### src/rtl/fetch_queue.sv
// fetch_queue: instruction-fetch front end.
// Owns the fetch PC, issues pipelined requests to a variable-latency instruction
// memory and buffers returned words with their PCs in a prefetch FIFO that decode
// pops over valid/ready. A redirect flushes the FIFO and drops every response
// still in flight.
// Optional feature macro: FETCH_MISALIGN_TRAP_EN. When defined, a misaligned
// redirect target produces a single NOP marker entry flagged out_misaligned and
// halts fetching until the next redirect or reset. When undefined, the low two
// bits of the redirect target are cleared and out_misaligned is tied low.
module fetch_queue #(
  parameter int              XLEN     = 32,
  parameter int              DEPTH    = 4,
  parameter int              MAX_OUT  = 2,
  parameter logic [XLEN-1:0] RESET_PC = '0
) (
  input  logic            clk,
  input  logic            rst,
  input  logic            redirect_valid,
  input  logic [XLEN-1:0] redirect_pc,
  output logic            imem_req_valid,
  input  logic            imem_req_ready,
  output logic [XLEN-1:0] imem_req_addr,
  input  logic            imem_rsp_valid,
  input  logic [31:0]     imem_rsp_data,
  output logic            out_valid,
  input  logic            out_ready,
  output logic [XLEN-1:0] out_pc,
  output logic [31:0]     out_instr,
  output logic            out_misaligned
);

  localparam int PW = $clog2(DEPTH);
  // One spare bit so count + outstanding (at most 2*DEPTH) never wraps.
  localparam int CW = $clog2(DEPTH + 1) + 1;
  localparam logic [31:0] NOP = 32'h0000_0013;

  logic [XLEN-1:0] fetch_pc;
  logic [XLEN-1:0] rsp_pc;
  logic [XLEN-1:0] fifo_pc    [DEPTH];
  logic [31:0]     fifo_instr [DEPTH];
  logic [PW-1:0]   wr_ptr;
  logic [PW-1:0]   rd_ptr;
  logic [CW-1:0]   count;
  logic [CW-1:0]   outstanding;
  logic [CW-1:0]   drop_cnt;

  logic            req_fire;
  logic            rsp_fire;
  logic            rsp_drop;
  logic            push;
  logic            pop;
  logic            credit_ok;
  logic            fetch_en;
  logic [XLEN-1:0] redir_target;

`ifdef FETCH_MISALIGN_TRAP_EN
  logic halted;
  logic redir_mis;
  logic fifo_mis [DEPTH];

  assign redir_target   = redirect_pc;
  assign redir_mis      = (redirect_pc[1:0] != 2'b00);
  assign fetch_en       = !halted;
  assign out_misaligned = out_valid && fifo_mis[rd_ptr];
`else
  assign redir_target   = redirect_pc & ~XLEN'(3);
  assign fetch_en       = 1'b1;
  assign out_misaligned = 1'b0;
`endif

  // Every in-flight request already owns a FIFO slot, so a response push can
  // never overflow. The credit check uses registered state only, which keeps
  // imem_rsp_* out of the combinational path to imem_req_*.
  assign credit_ok      = (outstanding < CW'(MAX_OUT)) &&
                          ((count + outstanding) < CW'(DEPTH));
  assign imem_req_valid = !rst && !redirect_valid && fetch_en && credit_ok;
  assign imem_req_addr  = fetch_pc;

  assign req_fire  = imem_req_valid && imem_req_ready;
  assign rsp_fire  = imem_rsp_valid;
  assign rsp_drop  = rsp_fire && (drop_cnt != '0);
  assign push      = rsp_fire && !rsp_drop && !redirect_valid;
  assign out_valid = (count != '0);
  assign pop       = out_valid && out_ready && !redirect_valid;

  assign out_pc    = fifo_pc[rd_ptr];
  assign out_instr = fifo_instr[rd_ptr];

  // Control state: PCs, FIFO pointers/occupancy, request and drop bookkeeping.
  always_ff @(posedge clk) begin
    if (rst) begin
      fetch_pc    <= RESET_PC;
      rsp_pc      <= RESET_PC;
      wr_ptr      <= '0;
      rd_ptr      <= '0;
      count       <= '0;
      outstanding <= '0;
      drop_cnt    <= '0;
`ifdef FETCH_MISALIGN_TRAP_EN
      halted      <= 1'b0;
`endif
    end else if (redirect_valid) begin
      // A response landing this same cycle is itself one of the stale ones,
      // so it is subtracted rather than counted as still pending.
      fetch_pc    <= redir_target;
      rsp_pc      <= redir_target;
      rd_ptr      <= '0;
      outstanding <= outstanding - CW'(rsp_fire);
      drop_cnt    <= outstanding - CW'(rsp_fire);
`ifdef FETCH_MISALIGN_TRAP_EN
      if (redir_mis) begin
        wr_ptr <= PW'(1);
        count  <= CW'(1);
        halted <= 1'b1;
      end else begin
        wr_ptr <= '0;
        count  <= '0;
        halted <= 1'b0;
      end
`else
      wr_ptr      <= '0;
      count       <= '0;
`endif
    end else begin
      if (req_fire) begin
        fetch_pc <= fetch_pc + XLEN'(4);
      end
      outstanding <= outstanding + CW'(req_fire) - CW'(rsp_fire);
      if (rsp_drop) begin
        drop_cnt <= drop_cnt - CW'(1);
      end
      if (push) begin
        wr_ptr <= wr_ptr + PW'(1);
        rsp_pc <= rsp_pc + XLEN'(4);
      end
      if (pop) begin
        rd_ptr <= rd_ptr + PW'(1);
      end
      count <= count + CW'(push) - CW'(pop);
    end
  end

  // FIFO storage: written by accepted responses, or by the misaligned marker.
  always_ff @(posedge clk) begin
    if (push) begin
      fifo_pc[wr_ptr]    <= rsp_pc;
      fifo_instr[wr_ptr] <= imem_rsp_data;
`ifdef FETCH_MISALIGN_TRAP_EN
      fifo_mis[wr_ptr]   <= 1'b0;
`endif
    end
`ifdef FETCH_MISALIGN_TRAP_EN
    if (redirect_valid && redir_mis) begin
      fifo_pc[0]    <= redirect_pc;
      fifo_instr[0] <= NOP;
      fifo_mis[0]   <= 1'b1;
    end
`endif
  end

endmodule

### config.mk
export PLATFORM = sky130hd
export DESIGN_NAME = fetch_queue
export DESIGN_NICKNAME = d
export VERILOG_FILES = /design/src/rtl/fetch_queue.sv
export SDC_FILE = /design/constraint.sdc
export NUM_CORES = 1
export LEC_CHECK = 0
export CAP_MARGIN = 20
export CORE_MARGIN = 3
export CORE_UTILIZATION = 55
export CTS_CLUSTER_SIZE = 30
export DETAILED_ROUTE_END_ITERATION = 8
export PLACE_DENSITY_LB_ADDON = 0.1
export SLEW_MARGIN = 20
export SYNTH_ARGS = -nofsm -noshare
export SYNTH_HDL_FRONTEND = slang
export SYNTH_SLANG_ARGS = --single-unit
### constraint.sdc
create_clock -name clk -period 4.1 [get_ports clk]
set_input_delay 0.82 -clock clk [delete_from_list [all_inputs] [get_ports clk]]
set_output_delay 0.82 -clock clk [all_outputs]
set_load 0.01 [all_outputs]
* Yosys cells after proc, flatten, opt, wreduce, memory -nomap -nowiden
Memories as Yosys holds them, arrays and structs flattened. A register that Yosys moved wholly into a read port is not among the register bits.
Cells that the tools add are included.
** Cells by class
- $add $sub $neg :: 11
- Multiplexer cells :: 13
- Reduce and logical (&&, ||, !) cells :: 18
- Magnitude comparators :: 2
** Operator list (number)
- two-way mux 32 bit :: 4
- adder 32 x 3 -> 32 bit (second input constant) :: 2
- two-way mux 4 bit :: 3
- subtractor 4 x 1 -> 4 bit :: 3
- logical AND 1 bit :: 9
- adder 4 x 1 -> 4 bit :: 2
- two-way mux 2 bit :: 4
- nonzero test 4 bit :: 2
- nonzero test 2 bit :: 3
- adder 2 x 1 -> 2 bit (second input constant) :: 2
- adder 4 bit :: 1
- less-than comparator 4 x 2 -> 1 bit (second input constant) :: 1
- less-than comparator 4 x 3 -> 1 bit (second input constant) :: 1
- subtractor 4 x 1 -> 4 bit (second input constant) :: 1
- logical NOT 1 bit :: 3
- two-way mux 1 bit :: 2
- OR reduction 2 bit :: 1
** Storage, ports and cells
- Memories :: 2
- Bits in registers :: 80
- Logic and storage cells :: 55
- Memory bits (writable) :: 256
- Output and inout port bits :: 99
** Memory list
- fifo_instr :: depth 4, width 32, read ports 1, clocked after memory_dff 1, write ports 1, RTL line 40 : logic [31:0] fifo_instr [DEPTH];
- fifo_pc :: depth 4, width 32, read ports 1, clocked after memory_dff 1, write ports 1, RTL line 39 : logic [XLEN-1:0] fifo_pc [DEPTH];

* Depth between registers and ports, before layout
- Depth after elaboration :: 8
- Gate-level depth with buffers :: 17
- Gate-level depth less buffers :: 14

* Least setup slack after synthesis
Ideal clock, no wire load.
- Kind :: input to register
- Start point :: in imem_rsp_valid
- End point :: mem fifo_instr[0][0], enable pin
- Slack :: 0.561 ns
- Library setup time :: 0.427 ns
- Arrival :: 3.112 ns
- Stages on the path :: 4
- Cell sequence :: nor4bb_1 -> buf_2 -> buf_1 -> and3_1
** On the way
- Cells in the longest elaborated chain, start to end :: 6
** Ends and longest elaborated chain
- from (decl) :: RTL line 23 : input logic imem_rsp_valid,
- logical AND 1 bit :: RTL line 81 : assign rsp_drop = rsp_fire && (drop_cnt != '0);
- logical NOT 1 bit :: RTL line 82 : assign push = rsp_fire && !rsp_drop && !redirect_valid;
- logical AND 1 bit (*) (2 in series) :: RTL line 82
- two-way mux 1 bit (*) :: RTL line 145 : if (push) begin
- two-way mux 1 bit (implied by the code) (*) :: RTL line 147 : fifo_instr[wr_ptr] <= imem_rsp_data;
- to (decl) :: RTL line 40
Every way passes the cells marked *; elsewhere a longest branch is shown, timed or not.

==> impl_metrics.json <==
{
  "globalRoute.totalOverflow": 0,
  "cts_tree": "built",
  "ys_seq_elements": 326,
  "vdd_ir_drop_max_mv": 0.2698,
  "slew-limit-headroom": 0.3181,
  "worstPathArrival_ps": 2550,
  "num_vias": 8233,
  "first_iter_violations": 551,
  "final_layout_size_suffix_gt1_frac": 0.1429,
  "drcViolationCount": 0,
  "hold_path_startpoint": "imem_req_addr[31]",
  "layout_worst_path_cycle_share": 0.8210,
  "yosysWarnings": 0,
  "ff2ff_path_depth": 12,
  "rsz0062_at_grt": "false",
  "post_cts_hold_buffer_count": 0,
  "final_critical_path_required_period_ps": 3366,
  "synth-seq-area-share": 0.6635,
  "classification_of_the_worst_setup_path": "reg2out",
  "core_area_sq_mm": 0.02389,
  "worstHoldPathType": "reg2reg",
  "cts_made_buffers": 34,
  "first_global_vias": 8275,
  "postCtsSetupRepairBufs": 0,
  "layout_commonest_cell": "sky130_fd_sc_hd__edfxtp_1",
  "multi_input_area_sq_mm": 0.004244,
  "worst_hold_path.num_cells": 2,
  "initial_core_util": 0.5682,
  "async_set_or_reset_flop_fraction_in_the_synthesized_netlist": 0,
  "maxCapViolations": 0,
  "filler_cell_count": 1612,
  "ff_latch_area_sq_mm": 0.009014,
  "antennaDiodeCount": 0,
  "whs_endpoint": "imem_req_addr[31]",
  "tns_ps": 0,
  "postSynth.topFlopCell": "sky130_fd_sc_hd__edfxtp_1",
  "post_cts_resized": 0,
  "post_drt_via_cell_ratio": 5.806,
  "global_route.usage.total": 0.2230,
  "globalplace.congestion": 0.8138,
  "design.final.nets": 1169,
  "synth_edf_count": 248,
  "avgRoutedWirePerCell_um": 20.44,
  "wire_length_of_the_first_global_routing_pass_um": 45980,
  "drv_slew": 0,
  "tritoncts_num_sinks": 326,
  "power.static_leakage_nw": 5.450,
  "pin_count": 169,
  "place_hpwl_um": 18030,
  "outcome": "completed",
  "clock_latency_ps": 510,
  "syn_avg_cell_area_sq_um": 15.05,
  "io_buffers": 161,
  "dieHeight_um": 163.1,
  "number_of_antenna_violations_at_the_first_check_in_global_routing": 0,
  "die-area_sq_mm": 0.02661,
  "syn_area_sq_mm": 0.01358,
  "fmaxAchievable_ghz": 0.2971,
  "max_slew.worst_pin.slew_ps": 1013,
  "regToRegSetupSlack_ps": 1150,
  "critical_path.startpoint_type": "register",
  "synthesis.instances": 902,
  "drtPass1Iterations": 5,
  "critical_path_peak_fanout": 23,
  "grt_max_degree": 60,
  "root_buffer": "sky130_fd_sc_hd__clkbuf_16",
  "drt_wl_total_um": 28980,
  "crit-reg2reg-launch": "outstanding[1]",
  "report.final.hold_viol_count": 0,
  "powerDensity_mw_per_mm2": 452.8,
  "mostFrequentLayoutCells": "248 x sky130_fd_sc_hd__edfxtp_1, 160 x sky130_fd_sc_hd__clkdlybuf4s50_1, 76 x sky130_fd_sc_hd__dfxtp_1",
  "clk_pin_slew_ps": 60,
  "worst_clock_skew_ps": 13.81,
  "endpoint_kind": "primary output",
  "cts_buffer_depth": 3,
  "synth.lib_cells_used.distinct": 67,
  "report.final.setup_viol": 0,
  "core.rowCount": 56,
  "route.antenna.remaining_nets": 0,
  "r2r_end": "outstanding[1]",
  "horizontal_die_dimension_um": 163.1,
  "finish.utilization": 0.7018,
  "area.growth.synth_to_final_pct": 23.50,
  "htree_num_levels": 2,
  "cp_data_required_time_ps": 3280
}
-- metal layers --
layer  part of all wire  GRT usage  vias to the layer above  routed length (um)
met5                  0          0                        -                   0
met4              0.024    0.06305                        0                 705
met3              0.058    0.04083                       51                1683
met2               0.48     0.3619                      241               14050
met1               0.43     0.3143                     4074               12540
li1                   -          -                     3867                   -
-- area by class of cell --
| cell class | instances | share of cell area |
|---|---|---|
| sequential | 326 | 0.5376 |
| timing repair buffer | 181 | 0.1078 |
| multi-input combinational | 494 | 0.2531 |
| clock buffer | 47 | 0.05671 |
| tap | 319 | 0.02380 |
| inverter | 37 | 0.008283 |
| clock inverter | 14 | 0.01276 |
-- logic make-up after synthesis --
group | Yosys count | share of synthesized area
buffers and inverters | 86 | 0.02580
adders and majority gates | 25 | 0.02415
xor gates and xnor gates | 33 | 0.02129
and+or+nand+nor | 231 | 0.08995
DFF | 326 | 0.6635
other | 1 | 0.0002762
AOI/OAI and AO/OA | 131 | 0.06654
muxes | 69 | 0.1085
-- worst max-delay path by stage --
| stage | start | endpoint | slack [ps] | depth (start not counted) |
|---|---|---|---|---|
| 2_1_floorplan | imem_rsp_valid | fifo_instr[0][0] | 560 | 4 |
| 3_3_place_gp | redirect_valid | count[2] | 640 | 11 |
| 3_5_place_dp | redirect_valid | count[2] | 600 | 11 |
| 4_1_cts | register | out_pc[29] | 660 | 3 |
| 5_1_grt | register | out_pc[15] | 590 | 3 |
| 6_report | register | out_pc[19] | 730 | 3 |
-- per-stage QoR --
step	area (sq um)	std cells	setup slack, ps	hold slack (ps)	power, mW
after floorplan	13590	906	561.4	473.8	4.177
after global placement	15600	1357	642.9	487.7	4.496
after detailed placement	15600	1357	595.2	492.7	4.509
after CTS	16770	1418	662.8	505.9	7.658
after global routing	16770	1418	588.0	538.8	7.869
final	16770	1418	733.9	506.0	7.591
-- cell usage after synthesis (all sizes together), types with 11 or more instances --
cell type	instances	area share
a21oi	29	0.011
nor4	11	0.0051
mux4	62	0.10
buf	19	0.0073
inv	36	0.010
xnor2	29	0.019
ha	23	0.021
nor3	14	0.0052
or3	16	0.0074
nor2	31	0.0086
o21ai	17	0.0063
clkbuf	30	0.0083
nand2	60	0.017
dfxtp	78	0.12
nand3	34	0.013
nand4	19	0.0092
and3	12	0.0055
edfxtp	248	0.55
a31oi	18	0.0083
a211oi	11	0.0061
-- registers in the layout (all words and copies together), names as in the netlist, named ones only --
signal / count
rd_ptr: 2
count: 4
wr_ptr: 2
fifo_pc: 120
drop_cnt: 4
rsp_pc: 30
outstanding: 4
fifo_instr: 128
imem_req_addr: 30
-- where the power goes --
group	switching [mW]	leakage, nW	total [mW]	internal [mW]
logic	0.312	1.98	0.661	0.349
clock network	1.21	0.560	3.15	1.94
registers	0.106	2.91	3.78	3.67
-- critical path: stages (launching register included) --
cell and delay, ps:
sky130_fd_sc_hd__dfxtp_4 690, sky130_fd_sc_hd__buf_12 270, sky130_fd_sc_hd__mux4_2 530, sky130_fd_sc_hd__clkdlybuf4s50_1 530
Power figures use the tool's default switching activity.
